--- src/rtl/simple_toggle_pkg.sv ---
// Shared types and default widths for the en/q/z toggle generator.
package simple_toggle_pkg;

  localparam int DEFAULT_DIV_W = 8;
  localparam int DEFAULT_CNT_W = 16;

  typedef enum logic [1:0] {
    IDLE  = 2'd0,
    RUN   = 2'd1,
    FLUSH = 2'd2
  } state_t;

endpackage

--- src/rtl/simple_toggle_gen_if.sv ---
// The en/q/z toggle interface: the generator drives it, checkers observe it.
interface simple_toggle_gen_if;

  logic en;
  logic q;
  logic z;

  modport master (output en, output q, output z);
  modport slave  (input  en, input  q, input  z);

endinterface

--- src/rtl/simple_toggle_stage.sv ---
// q/z register pair: z follows q on every enabled edge, which is what makes
// en(t) && q(t) imply z(t+1) == q(t) whenever en stays high.
module simple_toggle_stage (
  input  logic clk,
  input  logic reset,
  input  logic en,
  input  logic toggle,
  output logic q,
  output logic z
);

  always_ff @(posedge clk or negedge reset) begin
    if (!reset) begin
      q <= 1'b0;
      z <= 1'b0;
    end else if (en) begin
      z <= q;
      if (toggle) begin
        q <= ~q;
      end
    end
  end

endmodule

--- src/rtl/simple_toggle_gen.sv ---
// Driver side of the en/q/z toggle interface: FSM, phase divider and toggle
// counter, with the q/z pair kept in simple_toggle_stage.
module simple_toggle_gen
  import simple_toggle_pkg::*;
#(
  parameter int DIV_W = DEFAULT_DIV_W,
  parameter int CNT_W = DEFAULT_CNT_W
) (
  input  logic                 clk,
  input  logic                 reset,
  input  logic                 start,
  input  logic                 stop,
  input  logic [DIV_W-1:0]     div,
  input  logic [CNT_W-1:0]     burst_len,
  simple_toggle_gen_if.master  tif,
  output logic                 busy,
  output logic                 done,
  output logic [CNT_W-1:0]     toggle_cnt
);

  localparam logic [DIV_W-1:0] DIV_ONE = DIV_W'(1);
  localparam logic [CNT_W-1:0] CNT_ONE = CNT_W'(1);

  state_t           state;
  state_t           stateNext;
  logic [DIV_W-1:0] phase;
  logic [DIV_W-1:0] divEff;
  logic [CNT_W-1:0] burst;
  logic [CNT_W-1:0] cntInc;
  logic             accept;
  logic             toggle;
  logic             burstEnd;
  logic             enInt;
  logic             qInt;
  logic             zInt;

  always_ff @(posedge clk or negedge reset) begin
    if (!reset) begin
      state <= IDLE;
    end else begin
      state <= stateNext;
    end
  end

  // stop outranks a due toggle; the burst ends on the edge that reaches burst.
  always_comb begin
    stateNext = state;
    accept    = 1'b0;
    toggle    = 1'b0;
    burstEnd  = 1'b0;
    cntInc    = (&toggle_cnt) ? toggle_cnt : toggle_cnt + CNT_ONE;
    case (state)
      IDLE: begin
        if (start && !stop) begin
          accept    = 1'b1;
          stateNext = RUN;
        end
      end
      RUN: begin
        toggle   = (phase == divEff - DIV_ONE) && !stop;
        burstEnd = toggle && (burst != '0) && (cntInc == burst);
        if (stop || burstEnd) begin
          stateNext = FLUSH;
        end
      end
      FLUSH: begin
        stateNext = IDLE;
      end
      default: begin
        stateNext = IDLE;
      end
    endcase
  end

  always_ff @(posedge clk or negedge reset) begin
    if (!reset) begin
      phase      <= '0;
      divEff     <= '0;
      burst      <= '0;
      toggle_cnt <= '0;
    end else if (accept) begin
      divEff     <= (div == '0) ? DIV_ONE : div;
      burst      <= burst_len;
      phase      <= '0;
      toggle_cnt <= '0;
    end else if (state == RUN && !stop) begin
      if (toggle) begin
        phase      <= '0;
        toggle_cnt <= cntInc;
      end else begin
        phase <= phase + DIV_ONE;
      end
    end
  end

  assign enInt = (state == RUN) || (state == FLUSH);
  assign busy  = (state != IDLE);
  assign done  = (state == FLUSH);

  simple_toggle_stage u_stage (
    .clk    (clk),
    .reset  (reset),
    .en     (enInt),
    .toggle (toggle),
    .q      (qInt),
    .z      (zInt)
  );

  assign tif.en = enInt;
  assign tif.q  = qInt;
  assign tif.z  = zInt;

endmodule

--- src/flat_wrapper.sv ---
// flat-port wrapper written by rule: the top's interface ports become plain ports
module simple_toggle_gen_flat import simple_toggle_pkg::*;
#(
  parameter int DIV_W = DEFAULT_DIV_W,
  parameter int CNT_W = DEFAULT_CNT_W
)
  (clk, reset, start, stop, div, burst_len, busy, done, toggle_cnt, tif_en, tif_q, tif_z);
  simple_toggle_gen_if tif_i ();
  input  logic clk;
  input  logic reset;
  input  logic start;
  input  logic stop;
  input  logic [DIV_W-1:0] div;
  input  logic [CNT_W-1:0] burst_len;
  output logic busy;
  output logic done;
  output logic [CNT_W-1:0] toggle_cnt;
  output wire logic [$bits(tif_i.en)-1:0] tif_en;
  output wire logic [$bits(tif_i.q)-1:0] tif_q;
  output wire logic [$bits(tif_i.z)-1:0] tif_z;
  assign tif_en = tif_i.en;
  assign tif_q = tif_i.q;
  assign tif_z = tif_i.z;
  simple_toggle_gen #(.DIV_W(DIV_W), .CNT_W(CNT_W)) u_core (.clk(clk), .reset(reset), .start(start), .stop(stop), .div(div), .burst_len(burst_len), .tif(tif_i), .busy(busy), .done(done), .toggle_cnt(toggle_cnt));
endmodule
--- config.mk ---
export PLATFORM = sky130hd
export DESIGN_NAME = simple_toggle_gen_flat
export DESIGN_NICKNAME = d
export VERILOG_FILES = /design/src/rtl/simple_toggle_pkg.sv /design/src/rtl/simple_toggle_gen_if.sv /design/src/rtl/simple_toggle_stage.sv /design/src/rtl/simple_toggle_gen.sv /design/src/flat_wrapper.sv
export SDC_FILE = /design/constraint.sdc
export NUM_CORES = 1
export LEC_CHECK = 0
export CELL_PAD_IN_SITES_DETAIL_PLACEMENT = 1
export CELL_PAD_IN_SITES_GLOBAL_PLACEMENT = 2
export CORE_MARGIN = 10
export CORE_UTILIZATION = 30
export DETAILED_ROUTE_END_ITERATION = 16
export PLACE_DENSITY_LB_ADDON = 0.2
export SLEW_MARGIN = 20
export SYNTH_ARGS = -nofsm -noshare
export SYNTH_HDL_FRONTEND = slang
export SYNTH_SLANG_ARGS = --single-unit
--- constraint.sdc ---
create_clock -name clk -period 2.7 [get_ports clk]
set_clock_uncertainty 0.1 [all_clocks]
set_input_delay 0.54 -clock clk [delete_from_list [all_inputs] [get_ports clk]]
set_output_delay 0.54 -clock clk [all_outputs]
set_load 0.005 [all_outputs]
Word level (Yosys, flattened, before mapping)
Cells that the tools add are included.
{"block": "totals", "ff_bits": 52, "input_bits": 28, "out_inout_bits": 21, "word_cells": 49}
{"block": "classes", "n_addsub": 3, "eq_ne": 6, "muxes": 14, "bitwise": 1, "n_reduce_logical": 18}
{"op": "16-bit two-way mux", "count": 4}
{"op": "8-bit two-way mux", "count": 4}
{"op": "16-bit by 1-bit adder with 16-bit output (second input constant)", "count": 1}
{"op": "16-bit == test", "count": 1}
{"op": "16-bit AND reduction", "count": 1}
{"op": "16-bit nonzero test", "count": 1}
{"op": "8-bit by 1-bit adder with 8-bit output (second input constant)", "count": 1}
{"op": "8-bit == test", "count": 1}
{"op": "8-bit zero test", "count": 1}
{"op": "8-bit by 1-bit subtractor with 8-bit output (second input constant)", "count": 1}
{"op": "2-bit AND reduction", "count": 3}
{"op": "2-bit nonzero test", "count": 3}
{"op": "1-bit logical AND", "count": 5}
{"op": "2-bit two-way mux", "count": 2}
{"op": "2-bit by 1-bit != test with 1-bit output (second input constant)", "count": 2}
{"op": "2-bit case mux with 2 select lines", "count": 1}
{"op": "1-bit two-way mux", "count": 3}
{"op": "2-bit by 1-bit == test with 1-bit output (second input constant)", "count": 1}
{"op": "2-bit == test (second input constant)", "count": 1}
{"op": "2-bit zero test", "count": 1}
{"op": "1-bit logical OR", "count": 2}
{"op": "1-bit zero test", "count": 1}
{"op": "1-bit NOT", "count": 1}

Depth between registers and ports, before layout
{"block": "logic_depth", "depth_word": 8, "depth_mapped": 11, "mapped_depth_nobuf": 9}

By module
From an unflattened synthesis, not the netlist that was laid out.
{"block": "unflattened", "hier_cells": 393, "hier_area_um2": 3357.0}
{"module": "simple_toggle_gen", "instances": 1, "cells_each": 388, "area_each_um2": 3279.4}
{"module": "simple_toggle_stage", "instances": 1, "cells_each": 5, "area_each_um2": 77.6}

Worst setup path after synthesis
OpenSTA, ideal clock, no wires.
{"block": "synth_path", "path_kind": "register to register", "start": "register u_core.divEff[0]", "end": "register u_core.toggle_cnt[1]", "setup_ns": 0.132, "t_arrival_ns": 2.304, "setup_slack_ns": 0.164, "stages_incl_launch_ff": 11, "path_cell_list": "dfrtp_1 inv_1 ha_1 clkbuf_1 nand2_1 o211a_1 o31a_1 a2111oi_4 and2_4 mux2i_1 nor2_1"}
{"block": "synth_via", "elab_chain_cells": 6}
{"item": "from (decl)", "line": "simple_toggle_gen.sv:27", "text": "logic [DIV_W-1:0] divEff;"}
{"item": "from (signal assigned)", "line": "simple_toggle_gen.sv:82", "text": "divEff <= (div == '0) ? DIV_ONE : div;"}
{"item": "8-bit by 1-bit subtractor with 8-bit output", "line": "simple_toggle_gen.sv:60", "text": "toggle = (phase == divEff - DIV_ONE) && !stop;"}
{"item": "8-bit == test", "line": "simple_toggle_gen.sv:60"}
{"item": "1-bit logical AND", "line": "simple_toggle_gen.sv:60"}
{"item": "1-bit two-way mux", "line": "simple_toggle_gen.sv:52", "text": "case (state)"}
{"item": "2-bit nonzero test (no source line)"}
{"item": "2-bit AND reduction (no source line)"}
{"item": "to (signal assigned)", "line": "simple_toggle_gen.sv:89", "text": "toggle_cnt <= cntInc;"}
{"item": "to (decl)", "line": "simple_toggle_gen.sv:18", "text": "output logic [CNT_W-1:0] toggle_cnt"}
Every way passes these cells.
A chain may end at the register's enable or synchronous reset.

Worst setup path in the final report
{"block": "layout_path", "start": "register u_core.toggle_cnt[0]", "end": "register u_core.state[1]"}
{"block": "layout_via", "elab_chain_cells": 7, "word_cells_on_any_way": 8, "cone_classes": "1 x add/sub; 2 x eq/ne; 1 x mux; 4 x reduce/logical"}
{"item": "16-bit by 1-bit adder with 16-bit output or 16-bit AND reduction (tied branches)", "line": "simple_toggle_gen.sv:51", "text": "cntInc = (&toggle_cnt) ? toggle_cnt : toggle_cnt + CNT_ONE;"}
{"item": "16-bit two-way mux *", "line": "simple_toggle_gen.sv:51"}
{"item": "16-bit == test *", "line": "simple_toggle_gen.sv:61", "text": "burstEnd = toggle && (burst != '0) && (cntInc == burst);"}
{"item": "1-bit logical AND *", "line": "simple_toggle_gen.sv:61"}
{"item": "1-bit logical OR *", "line": "simple_toggle_gen.sv:62", "text": "if (stop || burstEnd) begin"}
{"item": "2-bit by 1-bit != test with 1-bit output (no source line) *"}
{"item": "2-bit AND reduction (no source line) *"}
{"item": "to (signal assigned)", "line": "simple_toggle_gen.sv:41", "text": "state <= stateNext;"}
{"item": "to (decl)", "line": "simple_toggle_gen.sv:24", "text": "state_t state;"}
Mark *: on every way between the ends. The rest lies on a longest branch, timed or not.

==> out/summary.txt <==
Status: finished clean
Vias: 3442
Site Rows: 39
IO Count: 49
Die W: 129 um
Crit path DAT: 2.78 ns
Worst R2R Setup Slack: 0.04 ns
Worst slew pin tran: 0.474 ns
Initial core utilization: 30.9%
Gr usage total: 15.1%
Final GP Congestion: 0.897
Clock power frac: 20.9%
Tcrit/Tclk final: 98.5%
CP max FO: 6
Clock sink count: 52
Max-Cap Viols: 0
Root Driver: clkbuf_16
TritonCTS clock tree: done
Avg Inst Size Synth: 8.51 um2
RSZ-0062 raised after global routing: true
CTS H-tree lvls: 2
Setup TNS: 0 ns
Initial antenna violation count: 0
Final cell count without fillers: 664
Most frequent cell after synthesis: nand2_1
Vias in the first global route: 3804
Worst-skew pair later-pin latency: 0.31 ns
Clock slew at reported path FFs: 0.08 ns
Register area share after synthesis: 36.6%
Critical path capture point type: flop
Largest net degree at the start of global routing: 53
Min cycle time layout: 2.66 ns
Worst relative slew slack: 68.1%
Die H: 129 um
Layout area overhead: 38.9%
Reg2reg end: u_core.state[1]
Final Util: 42.9%
DR pass1 iterations: 4
P_sw: 1.45 mW
Fraction of registers with async set/reset: 100%
Core Area: 0.0115 mm2
CP Class: flop to flop
Drt total wl: 12300 um
Number of cells on the worst reg-to-reg path: 10
Fin. max-slew vios: 0
Routed len/inst: 18.5 um
Synthesized cell area: 0.00356 mm2
Final Hold Vio Count: 0
Num CTS Buffers: 5
Die ar.: 0.0166 mm2
I/O Buffers: 48
Vias per cell: 5.18
Pint: 2.21 mW
Synth cell count leaders: 88 x nand2_1, 52 x dfrtp_1, 29 x nor2_1, 23 x xnor2_1, 17 x xor2_1
Post-synth EDFFs: 0
Synth top area cells: dfrtp_1 37%, nand2_1 9.3%, xnor2_1 5.7%, xor2_1 4.2%, nor2_1 3.1%
Final antenna-violating net count: 0
DP Cell Count: 652
Sw Ratio: 39.6%
Share of power burned in registers: 35.3%
Clock buffer depth: 2
Remaining DRCs: 0
Final WS setup: 0.0415 ns
N_diodes: 0
LEAKAGE: 2.20 nW
Initial DRC Count: 176
Layout Nets: 554
Synth Warn #: 0
Worst slack at placement: 0.0222 ns
Part of the power in combinational logic: 43.8%
Syn Inst Count: 418
Grt total ovfl: 0
Worst VDD drop: 0.290 mV
Post-route cell area: 0.00494 mm2
PD cells: 742 mW/mm2
Seq cells post-synth: 52
Share of post-route cells with drive strength above 1: 21.3%
First-pass GRT wire length: 20000 um
CP required: 2.82 ns
Cell Area, Placed: 0.00463 mm2
Cell taking the most area after synthesis: dfrtp_1
Launching point of the worst reg2reg path: u_core.toggle_cnt[0]
Setup crit start kind: flop
Crit path to: u_core.state[1]
Cts hold-fix bufs: 0
Top achievable clock speed: 0.376 GHz
Cell variety after synth: 66
HPWL after detailed placement: 9430 um
Post-Syn Nets: 452
Main flop type after synthesis: dfrtp_1
Final setup fails: 0
HP Class: input port to async pin
Post-synth top area share: 36.6%
Critical path launch point: u_core.toggle_cnt[0]
==> worst min path at each step <==
stage / start / to / slack, ns
2_1_floorplan: reset / u_core.burst[0] / 0.14
3_3_place_gp: u_core.u_stage.z / u_core.u_stage.z / 0.39
3_5_place_dp: u_core.u_stage.q / u_core.u_stage.q / 0.40
4_1_cts: reset / u_core.toggle_cnt[9] / 0.12
5_1_grt: reset / u_core.phase[1] / 0.15
6_report: reset / u_core.phase[1] / 0.12
==> flip-flops by register name, summed over array words and instances (netlist names) <==
name,flops
u_core.burst,16
u_core.divEff,8
u_core.toggle_cnt,16
u_core.state,2
u_core.phase,8
u_core.u_stage.z,1
u_core.u_stage.q,1
==> cells in the final DEF, fill, tap and decap left out, types with 4 or more instances in the layout <==
cell / instances
a211oi_2: 4
a21oi_1: 9
a22o_1: 4
and3_1: 7
buf_4: 68
clkbuf_16: 5
clkdlybuf4s50_1: 47
dfrtp_1: 52
ha_1: 4
inv_1: 12
mux2i_1: 5
nand2_1: 88
nand2b_1: 6
nand3_1: 15
nand4_1: 13
nor2_1: 29
nor3_1: 10
nor4_1: 8
o21ai_0: 8
o21ai_1: 6
xnor2_1: 22
xor2_1: 17
==> critical path: stages (launching register included) <==
cell and delay (ns):
dfrtp_1 0.41, ha_2 0.23, nand3_1 0.08, buf_4 0.18
nor4_4 0.24, buf_4 0.17, mux2i_2 0.28, xnor2_1 0.13
a211oi_2 0.27, a41oi_2 0.20, a221oi_2 0.27
==> cells by family after synthesis <==
family	synth area share, %
fa+ha+maj	2.11
flops	36.6
simple gates	29.9
mux	2.92
xor+xnor	10.5
compound gates	13.6
buf+inv	4.32
==> routing by layer <==
metal | routed length [um] | track usage, % | up-vias
li1 | - | - | 1676
met3 | 430 | 3.00 | 13
met1 | 5550 | 18.3 | 1709
met2 | 6070 | 26.2 | 44
met4 | 235 | 5.22 | 0
met5 | 0 | 0 | -
==> power groups by stage <==
| stage | combinational [mW] | clock, mW | sequential [mW] |
|---|---|---|---|
| 2_1_floorplan | 0.996 | 0 | 1.21 |
| 3_3_place_gp | 1.48 | 0 | 1.29 |
| 3_5_place_dp | 1.52 | 0 | 1.31 |
| 4_1_cts | 1.53 | 0.801 | 1.29 |
| 5_1_grt | 1.79 | 0.823 | 1.33 |
| 6_report | 1.61 | 0.766 | 1.29 |
==> per-stage QoR <==
step,hold slack (ns),total power [mW]
floorplan,0.144,2.20
global placement,0.394,2.77
detailed placement,0.405,2.82
CTS,0.124,3.63
global route,0.147,3.95
finish,0.120,3.67
==> area by class of cell <==
class	count	area [um2]
repair buffers	118	1030
multi-input cells	330	2220
fillers	1367	6580
well taps	143	179
clock buffers	6	129
inverters	13	48.8
flip-flops and latches	52	1300
clock inverters	2	38.8
==> timing repair <==
action	in CTS	in global routing
gates resized for setup	2	21
pin swaps	1	13
setup buffers	0	4
endpoints found under the hold margin	0	0
setup endpoints to repair	2	15
Note: power is estimated with default switching activity, not from simulation.
